===== src/rtl/seg_scan4.sv =====
// Multiplexed 4-digit 7-segment scanner: one digit per SCAN_DIV-cycle slot with a
// BLANK-cycle dark lead-in per slot; dig/smg are registered (1 cycle after slot state).
module seg_scan4 #(
  parameter int SCAN_DIV = 12000,
  parameter int BLANK    = 16
) (
  input  logic        clk,
  input  logic        rst,
  input  logic [15:0] data,
  input  logic [3:0]  dp,
  input  logic        lz_en,
  output logic [3:0]  dig,
  output logic [7:0]  smg,
  output logic        frame_done
);

  localparam logic [15:0] CNT_MAX   = 16'(SCAN_DIV - 1);
  localparam logic [15:0] BLANK_END = 16'(BLANK);

  logic [15:0] cnt;
  logic [1:0]  idx;
  logic [15:0] sh_data;
  logic [3:0]  sh_dp;
  logic        sh_lz;

  logic        wrap;
  logic [3:0]  nib;
  logic        lz_blank;
  logic [3:0]  dig_nxt;
  logic [7:0]  smg_nxt;

  // Segment pattern in A..G order, bit 6 = A down to bit 0 = G.
  function automatic logic [6:0] seg7(input logic [3:0] n);
    case (n)
      4'h0: seg7 = 7'h7E;
      4'h1: seg7 = 7'h30;
      4'h2: seg7 = 7'h6D;
      4'h3: seg7 = 7'h79;
      4'h4: seg7 = 7'h33;
      4'h5: seg7 = 7'h5B;
      4'h6: seg7 = 7'h5F;
      4'h7: seg7 = 7'h70;
      4'h8: seg7 = 7'h7F;
      4'h9: seg7 = 7'h7B;
      4'hA: seg7 = 7'h77;
      4'hB: seg7 = 7'h1F;
      4'hC: seg7 = 7'h4E;
      4'hD: seg7 = 7'h3D;
      4'hE: seg7 = 7'h4F;
      default: seg7 = 7'h47;
    endcase
  endfunction

  assign wrap = (cnt == CNT_MAX);

  always_comb begin
    nib      = sh_data[{idx, 2'b00} +: 4];
    lz_blank = 1'b0;
    dig_nxt  = 4'b1111;
    smg_nxt  = 8'h00;
    // A digit is a leading zero only if it and every digit to its left are zero.
    case (idx)
      2'd3:    lz_blank = sh_lz && (sh_data[15:12] == 4'h0);
      2'd2:    lz_blank = sh_lz && (sh_data[15:8] == 8'h00);
      2'd1:    lz_blank = sh_lz && (sh_data[15:4] == 12'h000);
      default: lz_blank = 1'b0;
    endcase
    if (cnt >= BLANK_END) begin
      dig_nxt = ~(4'b0001 << idx);
      smg_nxt = {sh_dp[idx], lz_blank ? 7'h00 : seg7(nib)};
    end
  end

  always_ff @(posedge clk) begin
    if (rst) begin
      cnt        <= '0;
      idx        <= 2'd0;
      sh_data    <= data;
      sh_dp      <= dp;
      sh_lz      <= lz_en;
      frame_done <= 1'b0;
      dig        <= 4'b1111;
      smg        <= 8'h00;
    end else begin
      dig        <= dig_nxt;
      smg        <= smg_nxt;
      frame_done <= wrap && (idx == 2'd3);
      if (wrap) begin
        cnt <= '0;
        idx <= idx + 2'd1;
        // Inputs are sampled only between frames so a frame never mixes two values.
        if (idx == 2'd3) begin
          sh_data <= data;
          sh_dp   <= dp;
          sh_lz   <= lz_en;
        end
      end else begin
        cnt <= cnt + 16'd1;
      end
    end
  end

endmodule


===== config.mk =====
export PLATFORM = sky130hd
export DESIGN_NAME = seg_scan4
export DESIGN_NICKNAME = d
export VERILOG_FILES = /design/src/rtl/seg_scan4.sv
export SDC_FILE = /design/constraint.sdc
export NUM_CORES = 1
export LEC_CHECK = 0
export CORE_ASPECT_RATIO = 0.6
export CORE_UTILIZATION = 45
export CTS_CLUSTER_DIAMETER = 150
export DETAILED_ROUTE_END_ITERATION = 8
export PLACE_DENSITY = 0.79
export SYNTH_ARGS = -nofsm -noshare
export SYNTH_HDL_FRONTEND = slang
export SYNTH_SLANG_ARGS = --single-unit

===== constraint.sdc =====
create_clock -name clk -period 2.7 [get_ports clk]
set_input_delay 0.405 -clock clk [delete_from_list [all_inputs] [get_ports clk]]
set_output_delay 0.405 -clock clk [all_outputs]
set_load 0.02 [all_outputs]

==> flow_metrics.env <==
export IMPL_synth_nets=237
export IMPL_dpl_hpwl_microns=3260
export IMPL_initial_core_util_pct=46.7
export IMPL_grt_max_degree=22
export IMPL_synth_cells=201
export IMPL_clk_pin_slew_ns=0.09
export IMPL_yosysMostFrequentCell="dfxtp_1"
export IMPL_wl_met2_microns=1690
export IMPL_muxShareOfSynthArea_pct=9.00
export IMPL_tns_ns=0
export IMPL_critical_path_class="reg -> reg"
export IMPL_p_clk_share_pct=30.2
export IMPL_synthArstFlopShare_pct=0
export IMPL_power_uw=1370
export IMPL_grt_pass1_vias=1388
export IMPL_critical_path_top_delay_family="multiplexers"
export IMPL_comb_power_share_pct=7.2
export IMPL_multi_input_area_sq_um=1030
export IMPL_min_period_over_period_pct=82.4
export IMPL_synth_distinct_cells=38
export IMPL_synth_xor_area_share_pct=6.30
export IMPL_antenna_found_initial=0
export IMPL_die_y_microns=58.1
export IMPL_post_drt_wl_per_cell_microns=14.3
export IMPL_cts_root_buffer="clkbuf_8"
export IMPL_ys_warn_count=0
export IMPL_highest_signal_layer="met4"
export IMPL_fmax_mhz=449
export IMPL_synth_edf_count=21
export IMPL_hold_class="reg -> reg"
export IMPL_peakVddDrop_mv=0.274
export IMPL_arrival_ns=2.43
export IMPL_synth_top_family_by_area="simple AND/OR/NAND/NOR gates"
export IMPL_io_pin_count=36
export IMPL_cap_viol_max_count=0
export IMPL_ys_top_cells_by_area="edfxtp_1 27%, dfxtp_1 26%, ha_1 6.9%"
export IMPL_finalClockSkew_ns=0.00699
export IMPL_postCtsSetupBuffers=0
export IMPL_h_tree_depth=2
export IMPL_met1Wirelength_microns=2310
export IMPL_finalMaxSlewViolations=0
export IMPL_area_delta_synth_final_pct=20.1
export IMPL_synth_compound_area_share_pct=5.67
export IMPL_power_density_nw_per_um2=482
export IMPL_p_sw_uw=296
export IMPL_setup_viol=0
export IMPL_required_ns=2.91
export IMPL_critPathMaxFanout=10
export IMPL_endpoint_kind="flop"
export IMPL_core_sq_um=5050
export IMPL_crit_chain="mux4_1, inv_1, ha_1, nor2_1, a21oi_1, a211oi_1"
export IMPL_vias=1628
export IMPL_drt_wl_total_microns=4370
export IMPL_hold_viol_final=0
export IMPL_cts_tree="done"
export IMPL_cp_num_buf_inv=1
export IMPL_fin_crit_ns=2.22
export IMPL_nets=274
export IMPL_cp_slowest_cell="mux4_1"
export IMPL_power_leakage_uw=0.00101
export IMPL_cts_sinks=52
export IMPL_wl_met3_microns=358
export IMPL_fin_cells=305
export IMPL_power_frac_seq_pct=62.7
export IMPL_gr_total_overflow=0
export IMPL_drive_gt1_share_pct=6.69
export IMPL_cts_resized=0
export IMPL_die_w_microns=95.5
export IMPL_ff_latch_area_sq_um=1250
export IMPL_synth_top_cells_by_count="31 x dfxtp_1, 23 x nor2_1, 21 x edfxtp_1"
export IMPL_worst_pin_slew_ns=0.599
export IMPL_critPathLaunchType="flop"
export IMPL_synth_seq_area_share_pct=53.0
export IMPL_drtIter0Drc=108
export IMPL_fill_cells=433
export IMPL_dp_cells=297
export IMPL_floorplan_die_area_sq_um=5550
export IMPL_viasPerCell=5.34
export IMPL_gp_congestion=0.887
export IMPL_status="completed"
export IMPL_ys_flop_type="dfxtp_1"
export IMPL_synth_top_area_share_pct=26.7
export IMPL_dr_pass1_iters=4
export IMPL_max_stage_delay_ns=0.69
export IMPL_holdBufCountCts=0
export IMPL_clk_latency_ns=0.30
export IMPL_rsz0062_at_grt="false"
export IMPL_avgSynthCellArea_sq_um=11.8
export IMPL_intPower_uw=1070
export IMPL_grt_pass1_wl_microns=7090
export IMPL_synth_seq_cells=52
export IMPL_synth_adder_area_share_pct=6.89
export IMPL_yosysTopAreaCell="edfxtp_1"
export IMPL_maxSlewHeadroom_pct=59.8
export IMPL_drc=0
export IMPL_num_rows=20
export IMPL_switching_share_pct=21.7
export IMPL_syn_cell_area_sq_um=2360
export IMPL_clk_path_buf_depth=2
export IMPL_io_buffers=35
export IMPL_ant_nets=0
export IMPL_n_antenna_cell=0
export IMPL_grt_usage_pct=17.1
export IMPL_cts_buffers_inserted=5
export IMPL_synth_simple_area_share_pct=15.7
[power groups by stage]
stage | combinational, uW | clock (uW) | sequential [uW]
after floorplan | 54.4 | 0 | 868
after global placement | 96.0 | 0 | 873
after detailed placement | 98.1 | 0 | 874
after CTS | 98.1 | 425 | 856
after global routing | 109 | 469 | 859
final | 98.0 | 412 | 856
[flip-flops by register name (all words and copies together) (netlist names)]
| signal | flops |
|---|---|
| sh_data | 16 |
| cnt | 16 |
| sh_dp | 4 |
| smg | 8 |
| dig | 4 |
| sh_lz | 1 |
| frame_done | 1 |
| idx | 2 |
[through the flow]
stage / util (%) / hold WS [ns] / setup slack [ns] / cell area [sq um]
6_report: 56.1 / 0.484 / 0.475 / 2840
3_5_place_dp: 54.5 / 0.470 / 0.500 / 2760
5_1_grt: 56.1 / 0.506 / 0.373 / 2840
4_1_cts: 56.1 / 0.482 / 0.476 / 2840
3_3_place_gp: 54.5 / 0.463 / 0.548 / 2760
2_1_floorplan: - / 0.441 / 0.520 / 2360
[layout by cell type, fill, tap and decap left out, types with 3 or more instances in the layout]
cell type         n
xor2_1            7
a211oi_1          3
nor3_1            6
and2_1            3
nand2_1          12
clkbuf_8          5
inv_1             7
a21oi_1           6
dfxtp_1          31
and4_1            4
clkdlybuf4s50_1  35
mux2i_1           4
nand4_1           4
nand3_1          10
edfxtp_1         21
mux4_1            4
xnor2_1          10
ha_1             13
nor4_1            6
nor2_1           23
[final cells by class]
class / count / area share, %
Tap cell: 66 / 2.91
Timing Repair Buffer: 37 / 12.9
Clock buffer: 5 / 2.43
Sequential cell: 52 / 44.1
Inverter: 7 / 0.926
Multi-Input combinational cell: 135 / 36.3
Clock inverter: 3 / 0.485
[worst register-to-register path, cell delays in order (launching register included)]
cell	delay (ns)
dfxtp_1	0.57
mux4_1	0.69
inv_1	0.19
ha_1	0.26
nor2_1	0.15
a21oi_1	0.06
a211oi_1	0.23
[final timing paths]
check | cells after the start | startpoint | slack, ns | endpoint
worst min-delay path | 2 | cnt[15] | 0.48 | cnt[15]
worst min register to register | 2 | cnt[15] | 0.48 | cnt[15]
worst max register to register | 6 | idx[0] | 0.48 | smg[5]
worst max-delay path | 6 | idx[0] | 0.48 | smg[5]
[routing by layer]
| layer | vias up | track usage, % |
|---|---|---|
| met3 | 2 | 5.12 |
| met4 | 0 | 3.41 |
| met2 | 66 | 20.6 |
| met5 | - | 0 |
| met1 | 757 | 28.8 |
| li1 | 803 | - |
[cells by family (layout without fill, tap and decap cells)]
| group | count (synthesis) | after routing |
|---|---|---|
| and+or+nand+nor | 74 | 74 |
| DFF | 52 | 52 |
| AOI/OAI and AO/OA | 19 | 19 |
| xor gates and xnor gates | 17 | 17 |
| buffers and inverters | 14 | 52 |
| adders and majority gates | 13 | 13 |
| muxes | 12 | 12 |
Power figures use the tool's default switching activity.
